[src/rtl/if_queue_if.sv]
// Fetch-side and decode-side signals of the instruction-fetch queue.
// The queue uses the slave modport; the fetch/decode environment uses the master modport.
interface if_queue_if #(
  parameter int DATA_W = 32,
  parameter int ADDR_W = 30,
  parameter int DEPTH  = 4
);
  localparam int CNT_W = $clog2(DEPTH + 1);

  logic [ADDR_W-1:0] fetch_pc;
  logic              fetch_valid;
  logic [DATA_W-1:0] fetch_insn;
  logic              fetch_ready;
  logic              stall;
  logic              flush;
  logic [ADDR_W-1:0] new_pc;
  logic              br_taken;
  logic [ADDR_W-1:0] br_addr;
  logic [ADDR_W-1:0] if_pc;
  logic [DATA_W-1:0] if_insn;
  logic              if_en;
  logic [CNT_W-1:0]  count;

  modport slave (
    input  fetch_valid, fetch_insn, stall, flush, new_pc, br_taken, br_addr,
    output fetch_pc, fetch_ready, if_pc, if_insn, if_en, count
  );

  modport master (
    output fetch_valid, fetch_insn, stall, flush, new_pc, br_taken, br_addr,
    input  fetch_pc, fetch_ready, if_pc, if_insn, if_en, count
  );
endinterface

[src/rtl/if_queue.sv]
// Instruction-fetch queue: generates fetch addresses, buffers {pc, insn} pairs for decode.
// Define IF_QUEUE_BYPASS_EN to let an empty queue present the incoming fetch in the same cycle.
module if_queue #(
  parameter int                DATA_W   = 32,
  parameter int                ADDR_W   = 30,
  parameter int                DEPTH    = 4,
  parameter logic [ADDR_W-1:0] RESET_PC = '0,
  parameter logic [DATA_W-1:0] NOP_INSN = '0
) (
  input  logic        clk,
  input  logic        reset,
  if_queue_if.slave   bus
);
  localparam int PTR_W = $clog2(DEPTH);
  localparam int CNT_W = $clog2(DEPTH + 1);

  typedef struct packed {
    logic [ADDR_W-1:0] pc;
    logic [DATA_W-1:0] insn;
  } entry_t;

  entry_t            mem_q [DEPTH];
  logic [PTR_W-1:0]  rd_ptr_q, rd_ptr_d, wr_ptr_q, wr_ptr_d;
  logic [CNT_W-1:0]  count_q, count_d;
  logic [ADDR_W-1:0] pc_q, pc_d;
  logic              empty, redirect, push, pop, wr_en, byp;

  always_comb begin
    empty           = (count_q == '0);
    redirect        = bus.flush | bus.br_taken;
    bus.fetch_ready = (count_q != CNT_W'(DEPTH));
    push            = bus.fetch_valid & bus.fetch_ready & ~redirect;
`ifdef IF_QUEUE_BYPASS_EN
    byp             = empty & push;
`else
    byp             = 1'b0;
`endif
    pop             = ~empty & ~bus.stall & ~redirect;
    // A bypassed fetch consumed by decode this cycle never occupies an entry.
    wr_en           = push & ~(byp & ~bus.stall);

    rd_ptr_d = rd_ptr_q;
    wr_ptr_d = wr_ptr_q;
    count_d  = count_q;
    pc_d     = pc_q;
    if (redirect) begin
      rd_ptr_d = '0;
      wr_ptr_d = '0;
      count_d  = '0;
      pc_d     = bus.flush ? bus.new_pc : bus.br_addr;
    end else begin
      if (wr_en) wr_ptr_d = wr_ptr_q + PTR_W'(1);
      if (pop)   rd_ptr_d = rd_ptr_q + PTR_W'(1);
      if (push)  pc_d     = pc_q + ADDR_W'(1);
      count_d = count_q + CNT_W'(wr_en) - CNT_W'(pop);
    end
  end

  always_comb begin
    bus.fetch_pc = pc_q;
    bus.count    = count_q;
    bus.if_en    = ~empty | byp;
    bus.if_pc    = empty ? pc_q     : mem_q[rd_ptr_q].pc;
    bus.if_insn  = empty ? NOP_INSN : mem_q[rd_ptr_q].insn;
    if (byp) bus.if_insn = bus.fetch_insn;
  end

  always_ff @(posedge clk or negedge reset) begin
    if (!reset) begin
      rd_ptr_q <= '0;
      wr_ptr_q <= '0;
      count_q  <= '0;
      pc_q     <= RESET_PC;
    end else begin
      rd_ptr_q <= rd_ptr_d;
      wr_ptr_q <= wr_ptr_d;
      count_q  <= count_d;
      pc_q     <= pc_d;
    end
  end

  // Storage needs no reset: entries are only read while count says they are valid.
  always_ff @(posedge clk) begin
    if (wr_en) mem_q[wr_ptr_q] <= '{pc: pc_q, insn: bus.fetch_insn};
  end
endmodule

[src/flat_wrapper.sv]
// flat-port wrapper written by rule: the top's interface ports become plain ports
module if_queue_flat 
#(
  parameter int                DATA_W   = 32,
  parameter int                ADDR_W   = 30,
  parameter int                DEPTH    = 4,
  parameter logic [ADDR_W-1:0] RESET_PC = '0,
  parameter logic [DATA_W-1:0] NOP_INSN = '0
)
  (clk, reset, bus_fetch_valid, bus_fetch_insn, bus_stall, bus_flush, bus_new_pc, bus_br_taken, bus_br_addr, bus_fetch_pc, bus_fetch_ready, bus_if_pc, bus_if_insn, bus_if_en, bus_count);
  if_queue_if #(.DATA_W(DATA_W), .ADDR_W(ADDR_W), .DEPTH(DEPTH)) bus_i ();
  input  logic clk;
  input  logic reset;
  input wire logic [$bits(bus_i.fetch_valid)-1:0] bus_fetch_valid;
  input wire logic [$bits(bus_i.fetch_insn)-1:0] bus_fetch_insn;
  input wire logic [$bits(bus_i.stall)-1:0] bus_stall;
  input wire logic [$bits(bus_i.flush)-1:0] bus_flush;
  input wire logic [$bits(bus_i.new_pc)-1:0] bus_new_pc;
  input wire logic [$bits(bus_i.br_taken)-1:0] bus_br_taken;
  input wire logic [$bits(bus_i.br_addr)-1:0] bus_br_addr;
  output wire logic [$bits(bus_i.fetch_pc)-1:0] bus_fetch_pc;
  output wire logic [$bits(bus_i.fetch_ready)-1:0] bus_fetch_ready;
  output wire logic [$bits(bus_i.if_pc)-1:0] bus_if_pc;
  output wire logic [$bits(bus_i.if_insn)-1:0] bus_if_insn;
  output wire logic [$bits(bus_i.if_en)-1:0] bus_if_en;
  output wire logic [$bits(bus_i.count)-1:0] bus_count;
  assign bus_i.fetch_valid = bus_fetch_valid;
  assign bus_i.fetch_insn = bus_fetch_insn;
  assign bus_i.stall = bus_stall;
  assign bus_i.flush = bus_flush;
  assign bus_i.new_pc = bus_new_pc;
  assign bus_i.br_taken = bus_br_taken;
  assign bus_i.br_addr = bus_br_addr;
  assign bus_fetch_pc = bus_i.fetch_pc;
  assign bus_fetch_ready = bus_i.fetch_ready;
  assign bus_if_pc = bus_i.if_pc;
  assign bus_if_insn = bus_i.if_insn;
  assign bus_if_en = bus_i.if_en;
  assign bus_count = bus_i.count;
  if_queue #(.DATA_W(DATA_W), .ADDR_W(ADDR_W), .DEPTH(DEPTH), .RESET_PC(RESET_PC), .NOP_INSN(NOP_INSN)) u_core (.clk(clk), .reset(reset), .bus(bus_i));
endmodule
[config.mk]
export PLATFORM = sky130hd
export DESIGN_NAME = if_queue_flat
export DESIGN_NICKNAME = d
export VERILOG_FILES = /design/src/rtl/if_queue_if.sv /design/src/rtl/if_queue.sv /design/src/flat_wrapper.sv
export SDC_FILE = /design/constraint.sdc
export NUM_CORES = 1
export LEC_CHECK = 0
export CORE_AREA = 5 5 128 179
export CTS_CLUSTER_SIZE = 40
export DETAILED_ROUTE_END_ITERATION = 16
export DIE_AREA = 0 0 133 184
export MAX_ROUTING_LAYER = met4
export PLACE_DENSITY = 0.92
export SYNTH_ARGS = -nofsm -noshare
export SYNTH_HDL_FRONTEND = slang
export SYNTH_SLANG_ARGS = --single-unit
[constraint.sdc]
create_clock -name clk -period 7.3 [get_ports clk]
set_clock_uncertainty 0.1 [all_clocks]
set_input_delay 1.46 -clock clk [delete_from_list [all_inputs] [get_ports clk]]
set_output_delay 1.46 -clock clk [all_outputs]
set_load 0.03 [all_outputs]
==> results of run 1 <==
[cell usage after synthesis, drive strengths merged, types with 2 or more instances]
| master | n | area share, % |
|---|---|---|
| nand3 | 9 | 0.46 |
| a31oi | 3 | 0.16 |
| nor2 | 13 | 0.43 |
| a22oi | 5 | 0.31 |
| o31ai | 2 | 0.13 |
| mux4 | 62 | 12 |
| o31a | 2 | 0.15 |
| mux2 | 31 | 2.9 |
| and2 | 3 | 0.16 |
| dfrtp | 37 | 7.7 |
| xor2 | 10 | 0.73 |
| buf | 16 | 0.68 |
| or4 | 4 | 0.28 |
| nand4 | 10 | 0.68 |
| a21oi | 23 | 0.99 |
| nor3 | 6 | 0.25 |
| xnor2 | 16 | 1.2 |
| clkbuf | 23 | 0.72 |
| nor4 | 9 | 0.63 |
| o22ai | 5 | 0.26 |
| edfxtp | 248 | 62 |
| or2 | 3 | 0.16 |
| and3 | 9 | 0.47 |
| nand2b | 2 | 0.10 |
| mux2i | 2 | 0.17 |
| nand2 | 21 | 0.66 |
| inv | 10 | 0.31 |
| and4 | 3 | 0.22 |
| a211oi | 15 | 0.94 |
| o21ai | 10 | 0.42 |
| ha | 7 | 0.73 |
| o211ai | 2 | 0.13 |
| nor2b | 50 | 2.6 |
[worst max-delay path by stage]
stage,from,to
global placement,u_core.rd_ptr_q[0]$_DFFE_PN0P_,bus_if_pc[4]
finish,u_core.rd_ptr_q[0]$_DFFE_PN0P_,bus_if_pc[9]
CTS,u_core.rd_ptr_q[0]$_DFFE_PN0P_,bus_if_pc[9]
floorplan,bus_br_taken,u_core.mem_q[0][0]$_DFFE_PP_
global route,u_core.rd_ptr_q[0]$_DFFE_PN0P_,bus_if_pc[9]
detailed placement,u_core.rd_ptr_q[0]$_DFFE_PN0P_,bus_if_pc[2]
[per-layer routing]
metal / part of all wire, % / GRT usage [%]
met1: 37 / 26.41
met2: 55 / 40.17
met3: 6.1 / 3.423
met4: 1.6 / 5.033
met5: 0 / -
[area by class of cell]
class / instances / area, um2
Timing Repair Buffer: 198 / 1967
Clock buffer: 31 / 658.1
Fill cell: 1311 / 6005
Multi-Input combinational cell: 344 / 3455
Clock inverter: 13 / 219.0
Inverter: 10 / 37.54
Tap cell: 260 / 325.3
Sequential cell: 285 / 8381
[stage by stage]
step,power [W],util (%),setup slack [ns],hold slack (ns)
after detailed placement,0.002289,67.30,2.654,0.4708
after floorplan,0.002090,-,3.290,0.4425
after global placement,0.002279,67.30,2.664,0.4582
after global routing,0.003770,71.47,1.962,0.4993
after CTS,0.003677,71.47,2.095,0.4796
final,0.003656,71.47,2.216,0.4776
[logic make-up (layout without fill, tap and decap cells)]
family / Yosys count / in the layout / share of synthesized area, %
multiplexers: 95 / 95 / 14.71
adder cells (fa/ha/maj): 8 / 8 / 0.8963
XOR/XNOR: 26 / 26 / 1.897
AO/OA/AOI/OAI: 70 / 70 / 3.752
buffers and inverters: 49 / 252 / 1.709
AND/OR/NAND/NOR: 145 / 145 / 7.296
flip-flops: 285 / 285 / 69.74
[state kept, by name, indices dropped and copies added (netlist names)]
signal and count:
u_core.bus.fetch_pc 30, u_core.mem_q 248, u_core.bus.count 3, u_core.rd_ptr_q 2, u_core.wr_ptr_q 2
[worst min-delay path, stage by stage (launching register included)]
cell and delay, ns:
dfrtp_1 0.41, nand2_1 0.07, a21oi_1 0.06
[power breakdown]
| part | switching [W] | leakage (nW) | internal [W] | total (W) |
|---|---|---|---|---|
| Clock | 0.000548 | 0.426 | 0.000852 | 0.00140 |
| Sequential | 0.0000589 | 2.68 | 0.00182 | 0.00188 |
| Combinational | 0.000199 | 1.76 | 0.000179 | 0.000378 |
| Total | 0.000806 | 4.87 | 0.00285 | 0.00366 |
==> results.cfg, run 1 <==
[outcome]
status = finished clean

[logic_synthesis]
yosysWarningCount = 0
synth-main-ff-cell = edfxtp_1
synth_cells = 678
synth-seq-cells = 285
async_flop_share_pct = 12.98
yosysUniqueCellTypes = 51
syn_avg_cell_area_um2 = 17.71
synth_edf_count = 248
yosysSeqAreaShare_pct = 69.74
syn_area_um2 = 12010
syn-num-nets = 784

[global_route]
grt_pass1_wl_um = 40640
grt_max_degree = 66
grt_usage_pct = 22.22
grt_pass1_vias = 7344
grt_overflow_total = 0
antenna_found_initial = 0

[timing]
slew_headroom_pct = 31.93
max_freq_mhz = 196.7
hold_violations = 0
fin_crit_ns = 5.084
rsz0062_at_grt = false
tightest_slew_ns = 1.021
maxSlewViolCount = 0
fin_tns_setup_ns = 0
finalSetupViolCount = 0
fin_crit_sh_pct = 69.64

[critical_path]
rr_endpoint = u_core.bus.count[2]$_DFF_PN0_
cp.arrival_ns = 3.52
path_cells = buf_4, mux4_2, mux2_2, clkdlybuf4s50_1
max_stage_delay_ns = 1.04
cp.buffers_inverters = 2
crit_family = buffers and inverters
required_ns = 5.74
cp_max_fo = 44
r2r-start = u_core.bus.count[2]$_DFF_PN0_
cp-end-kind = primary output
r2r_slack_ns = 4.26
startpoint_type = flip-flop
crit_cells = 4
worstRegToRegCells = 11
worst_path_max_delay_cell = dfrtp_4
path_class = flip-flop to primary output

[pwr]
ir_drop_v = 0.0001905
leakage_nw = 4.871
powerDensity_nw_per_um2 = 243.0

[cts]
postCtsHoldBufs = 0
numCtsBuffers = 25
clk_pin_slew_ns = 0.06
cts.sinks = 285
cts_tree = yes
clock_path_buffers = 3
h-tree-depth = 1
root_buffer = clkbuf_16
insertion_delay_ns = 0.50
cts_setup_buffers = 0
cts_resized = 0

[placement]
gp_congestion = 0.8165
place_inst = 1097
placed_cell_area_um2 = 14160
place_hpwl_um = 16020
port_buffers = 194

[floorplan]
initial_core_util_pct = 57.04
die_area_um2 = 24470
rows = 63
io_pins = 195
die_w_um = 133
die_h_um = 184
fp.coreArea_um2 = 21050

[worst_hold_path]
holdCritPathClass = flip-flop to flip-flop
worstHoldPathCells = 2
min_to = u_core.wr_ptr_q[1]$_DFFE_PN0P_
hp-start = u_core.wr_ptr_q[1]$_DFFE_PN0P_

[drt]
wl_per_cell_um = 23.13
detail-route-antenna-nets = 0
via_per_inst = 6.008
wl_um = 26390
vias = 6855
first_iter_violations = 417
drt-pass1-iter-count = 5
drc_errors = 0

[cells_and_area]
layout.cells.non_filler = 1141
final_area_um2 = 15040
area_growth_pct = 25.29
diodes = 0
layout.nets = 970
final_common_cell = edfxtp_1
layout_common_cells = 248 x edfxtp_1, 193 x clkdlybuf4s50_1, 62 x mux4_2
drive_gt1_share_pct = 17.71

[job]
maxCapViolCount = 0
No activity file was read; power rests on OpenSTA's default activity.
==> run 2, diff against run 1 <==
--- a/config.mk
+++ b/config.mk
@@ -5,12 +5,12 @@
 export SDC_FILE = /design/constraint.sdc
 export NUM_CORES = 1
 export LEC_CHECK = 0
-export CORE_AREA = 5 5 128 179
+export CORE_AREA = 5 5 140 196
 export CTS_CLUSTER_SIZE = 40
 export DETAILED_ROUTE_END_ITERATION = 16
-export DIE_AREA = 0 0 133 184
+export DIE_AREA = 0 0 145 201
 export MAX_ROUTING_LAYER = met4
-export PLACE_DENSITY = 0.92
+export PLACE_DENSITY = 0.83
 export SYNTH_ARGS = -nofsm -noshare
 export SYNTH_HDL_FRONTEND = slang
 export SYNTH_SLANG_ARGS = --single-unit
==> constraint.sdc (replaced) <==
create_clock -name clk -period 4.15 [get_ports clk]
set_clock_uncertainty 0.1 [all_clocks]
set_input_delay 0.83 -clock clk [delete_from_list [all_inputs] [get_ports clk]]
set_output_delay 0.83 -clock clk [all_outputs]
set_load 0.03 [all_outputs]
==> results.cfg, run 2 (synthesis results as in run 1) <==
[outcome]
status = finished clean

[drt]
first_iter_violations = 470
drt-pass1-iter-count = 5
drc_errors = 0
detail-route-antenna-nets = 0
vias = 6941
wl_um = 27940
wl_per_cell_um = 22.81
via_per_inst = 5.666

[timing]
rsz0062_at_grt = false
finalSetupViolCount = 0
fin_tns_setup_ns = 0
maxSlewViolCount = 0
fin_crit_sh_pct = 93.24
hold_violations = 0
slew_headroom_pct = 40.04
tightest_slew_ns = 0.8994
max_freq_mhz = 258.4
fin_crit_ns = 3.869

[pwr]
leakage_nw = 4.981
powerDensity_nw_per_um2 = 419.3
ir_drop_v = 0.0003316

[worst_hold_path]
holdCritPathClass = input port to asynchronous set/reset pin

[cts]
cts_tree = yes
numCtsBuffers = 26
clk_pin_slew_ns = 0.06
cts_setup_buffers = 0
postCtsHoldBufs = 0
insertion_delay_ns = 0.52
h-tree-depth = 1
cts_resized = 0
cts.sinks = 285
root_buffer = clkbuf_16
clock_path_buffers = 3

[cells_and_area]
regArea_um2 = 8381
drive_gt1_share_pct = 19.31
area_growth_pct = 27.63
layout.nets = 988
multi_input_area_um2 = 3455
top_register = u_core.mem_q
nFillCells = 1913
final_common_cell = edfxtp_1
diodes = 0
final_util_pct = 59.71
layout_common_cells = 248 x edfxtp_1, 193 x clkdlybuf4s50_1, 62 x mux4_2
largest_register_ffs = 248

[critical_path]
startpoint_type = flip-flop
cp_max_fo = 19
cp.arrival_ns = 2.94
path_class = flip-flop to primary output
required_ns = 3.22
cp-end-kind = primary output

[floorplan]
io_pins = 195
fp.coreArea_um2 = 25660
rows = 70
die_area_um2 = 29150
die_w_um = 145
initial_core_util_pct = 46.78
die_h_um = 201

[global_route]
grt_overflow_total = 0
grt_max_degree = 53
grt_usage_pct = 19.29
grt_pass1_wl_um = 42930
antenna_found_initial = 0
grt_pass1_vias = 7445

[placement]
gp_congestion = 0.8255
port_buffers = 194
place_hpwl_um = 18280

[job]
maxCapViolCount = 0
==> run 2: final timing paths <==
check	start	to	slack [ns]	cells after the start
hold reg to reg	u_core.wr_ptr_q[1]$_DFFE_PN0P_	u_core.wr_ptr_q[1]$_DFFE_PN0P_	0.48	2
setup reg to reg	u_core.bus.count[2]$_DFF_PN0_	u_core.bus.count[2]$_DFF_PN0_	1.57	11
hold / removal	reset	u_core.bus.fetch_pc[14]$_DFFE_PN0P_	0.34	1
setup / recovery	u_core.rd_ptr_q[0]$_DFFE_PN0P_	bus_if_pc[28]	0.28	4
max in group asynchronous	reset	u_core.rd_ptr_q[1]$_DFFE_PN0P_	2.95	1
min in group clk	u_core.wr_ptr_q[1]$_DFFE_PN0P_	u_core.wr_ptr_q[1]$_DFFE_PN0P_	0.48	2
==> run 2: final cells by class <==
cell class,instances,share of cell area (%)
clock buffer,30,4.483
clock inverter,17,1.225
inverter,10,0.2450
multi-input combinational,344,22.55
sequential,285,54.70
tap,324,2.646
timing repair buffer,215,14.16
==> run 2: per-stage QoR <==
stage	total power, W	instances	setup slack (ns)	hold WS, ns	cell area [um2]
2_1_floorplan	0.003676	678	0.6196	0.4344	12010
3_3_place_gp	0.004027	1178	0.7852	0.4617	14450
3_5_place_dp	0.004041	1178	0.7671	0.4704	14450
4_1_cts	0.006480	1225	0.1888	0.3384	15320
5_1_grt	0.006640	1225	0.1108	0.3932	15320
6_report	0.006425	1225	0.2806	0.3399	15320
==> run 2: power breakdown <==
part	switching [W]	total (W)	internal (W)
Clock	0.00101	0.00245	0.00143
Sequential	0.000104	0.00330	0.00320
Combinational	0.000355	0.000676	0.000321
==> run 2: worst max-delay path: stages (launching register included) <==
cell,delay [ns]
dfrtp_4,0.68
buf_4,0.34
mux4_2,0.53
mux2_2,0.27
clkdlybuf4s50_1,0.59
==> run 2: per-layer routing <==
| metal | track usage, % | wire, um | share of wire [%] | vias up |
|---|---|---|---|---|
| met4 | 5.619 | 705 | 2.5 | 0 |
| met1 | 24.05 | 11020 | 39 | 3522 |
| met3 | 2.913 | 1605 | 5.7 | 49 |
| met2 | 32.88 | 14610 | 52 | 269 |
| met5 | - | 0 | 0 | - |
| li1 | - | - | - | 3101 |
==> run 3, diff against run 2 <==
--- a/config.mk
+++ b/config.mk
@@ -5,12 +5,14 @@
 export SDC_FILE = /design/constraint.sdc
 export NUM_CORES = 1
 export LEC_CHECK = 0
-export CORE_AREA = 5 5 140 196
+export CORE_AREA = 5 5 137 192
+export CTS_BUF_LIST = sky130_fd_sc_hd__clkbuf_8
 export CTS_CLUSTER_SIZE = 40
 export DETAILED_ROUTE_END_ITERATION = 16
-export DIE_AREA = 0 0 145 201
+export DIE_AREA = 0 0 142 197
 export MAX_ROUTING_LAYER = met4
-export PLACE_DENSITY = 0.83
+export PLACE_DENSITY_LB_ADDON = 0.2
+export SKIP_CTS_REPAIR_TIMING = 1
 export SYNTH_ARGS = -nofsm -noshare
 export SYNTH_HDL_FRONTEND = slang
 export SYNTH_SLANG_ARGS = --single-unit
==> results.cfg, run 3 (synthesis results as in run 1) <==
[outcome]
status = finished clean

[critical_path]
cp.buffers_inverters = 2
cp-end-kind = primary output
cp.arrival_ns = 2.93
path_class = flip-flop to primary output
startpoint_type = flip-flop
worst_path_max_delay_cell = dfrtp_4
crit_family = buffers and inverters
path_cells = buf_4, mux4_2, mux2_2, clkdlybuf4s50_1
required_ns = 3.22
cp_max_fo = 17
max_stage_delay_ns = 0.67

[cells_and_area]
largest_register_ffs = 248
area_growth_pct = 27.25
final_common_cell = edfxtp_1
drive_gt1_share_pct = 20.43
diodes = 0
layout_common_cells = 248 x edfxtp_1, 193 x clkdlybuf4s50_1, 62 x mux4_2
top_register = u_core.mem_q
layout.nets = 1004
nFillCells = 1786
layout.cells.non_filler = 1245

[drt]
vias = 6982
first_iter_violations = 360
wl_um = 27070
wl_per_cell_um = 21.74
drt-pass1-iter-count = 5
drc_errors = 0
detail-route-antenna-nets = 0
via_per_inst = 5.608

[floorplan]
rows = 68
io_pins = 195
die_area_um2 = 27970
die_w_um = 142
die_h_um = 197
initial_core_util_pct = 49.34
fp.coreArea_um2 = 24330

[pwr]
powerDensity_nw_per_um2 = 402.6
leakage_nw = 5.013
ir_drop_v = 0.0002460

[global_route]
grt_overflow_total = 0
grt_pass1_vias = 7693
antenna_found_initial = 0
grt_usage_pct = 20.43
grt_max_degree = 48
grt_pass1_wl_um = 43080

[timing]
rsz0062_at_grt = false
hold_violations = 0
maxSlewViolCount = 0
fin_crit_ns = 3.861
finalSetupViolCount = 0
tightest_slew_ns = 0.8515
slew_headroom_pct = 43.23
fin_crit_sh_pct = 93.05
fin_tns_setup_ns = 0
max_freq_mhz = 259.0

[cts]
numCtsBuffers = 43
cts_tree = yes
clk_pin_slew_ns = 0.06
cts.sinks = 285
insertion_delay_ns = 0.55
clock_path_buffers = 3
root_buffer = clkbuf_8
h-tree-depth = 2

[job]
maxCapViolCount = 0

[placement]
gp_congestion = 0.8687
place_inst = 1168
place_hpwl_um = 18170
port_buffers = 194

[worst_hold_path]
holdCritPathClass = input port to asynchronous set/reset pin
## run 3: path summary, 6_finish.rpt
| kind | cells after the start | to | startpoint | slack (ns) |
|---|---|---|---|---|
| worst max-delay path | 4 | bus_if_pc[26] | u_core.rd_ptr_q[0]$_DFFE_PN0P_ | 0.29 |
| worst max register to register | 11 | u_core.bus.count[2]$_DFF_PN0_ | u_core.bus.count[2]$_DFF_PN0_ | 1.45 |
| max in group asynchronous | 1 | u_core.rd_ptr_q[1]$_DFFE_PN0P_ | reset | 3.02 |
| worst min-delay path | 1 | u_core.bus.fetch_pc[25]$_DFFE_PN0P_ | reset | 0.28 |
| min in group clk | 2 | u_core.wr_ptr_q[1]$_DFFE_PN0P_ | u_core.wr_ptr_q[1]$_DFFE_PN0P_ | 0.50 |
| worst min register to register | 2 | u_core.wr_ptr_q[1]$_DFFE_PN0P_ | u_core.wr_ptr_q[1]$_DFFE_PN0P_ | 0.50 |
## run 3: stage by stage
step	setup slack [ns]	total power (W)	util (%)	area (um2)	hold WS, ns
4_1_cts	0.1823	0.006227	62.78	15280	0.2618
3_5_place_dp	0.7106	0.004043	59.45	14470	0.4923
3_3_place_gp	0.8233	0.004025	59.45	14470	0.4614
5_1_grt	0.07490	0.006408	62.78	15280	0.3213
6_report	0.2886	0.006150	62.78	15280	0.2813
2_1_floorplan	0.6196	0.003676	-	12010	0.4344
## run 3: metal layers
layer | part of all wire [%] | wire, um | vias to the layer above | global-route usage [%]
met1 | 40 | 10760 | 3560 | 25.36
met3 | 5.4 | 1462 | 40 | 3.786
li1 | - | - | 3143 | -
met4 | 1.9 | 515 | 0 | 5.619
met5 | 0 | 0 | - | -
met2 | 53 | 14340 | 239 | 34.59
## run 3: worst register-to-register path, delay by kind of cell (launching register included)
| family | cells | cell delay, ns |
|---|---|---|
| xor gates and xnor gates | 2 | 0.31 |
| and+or+nand+nor | 3 | 0.49 |
| adders and majority gates | 3 | 0.79 |
| DFF | 1 | 0.44 |
| buffers and inverters | 3 | 0.47 |
## run 3: layout make-up
| type | instances | area [um2] | area share, % |
|---|---|---|---|
| clock buffer | 45 | 619.3 | 4.054 |
| clock inverter | 32 | 191.4 | 1.253 |
| inverter | 10 | 37.54 | 0.2457 |
| multi-input combinational | 344 | 3455 | 22.61 |
| sequential | 285 | 8381 | 54.86 |
| tap | 315 | 394.1 | 2.580 |
| timing repair buffer | 214 | 2200 | 14.40 |
## run 3: power by group
part	switching (W)	internal [W]	leakage, nW
Clock	0.00104	0.00113	0.456
Sequential	0.000103	0.00320	2.68
Combinational	0.000353	0.000322	1.87
Total	0.00150	0.00466	5.01
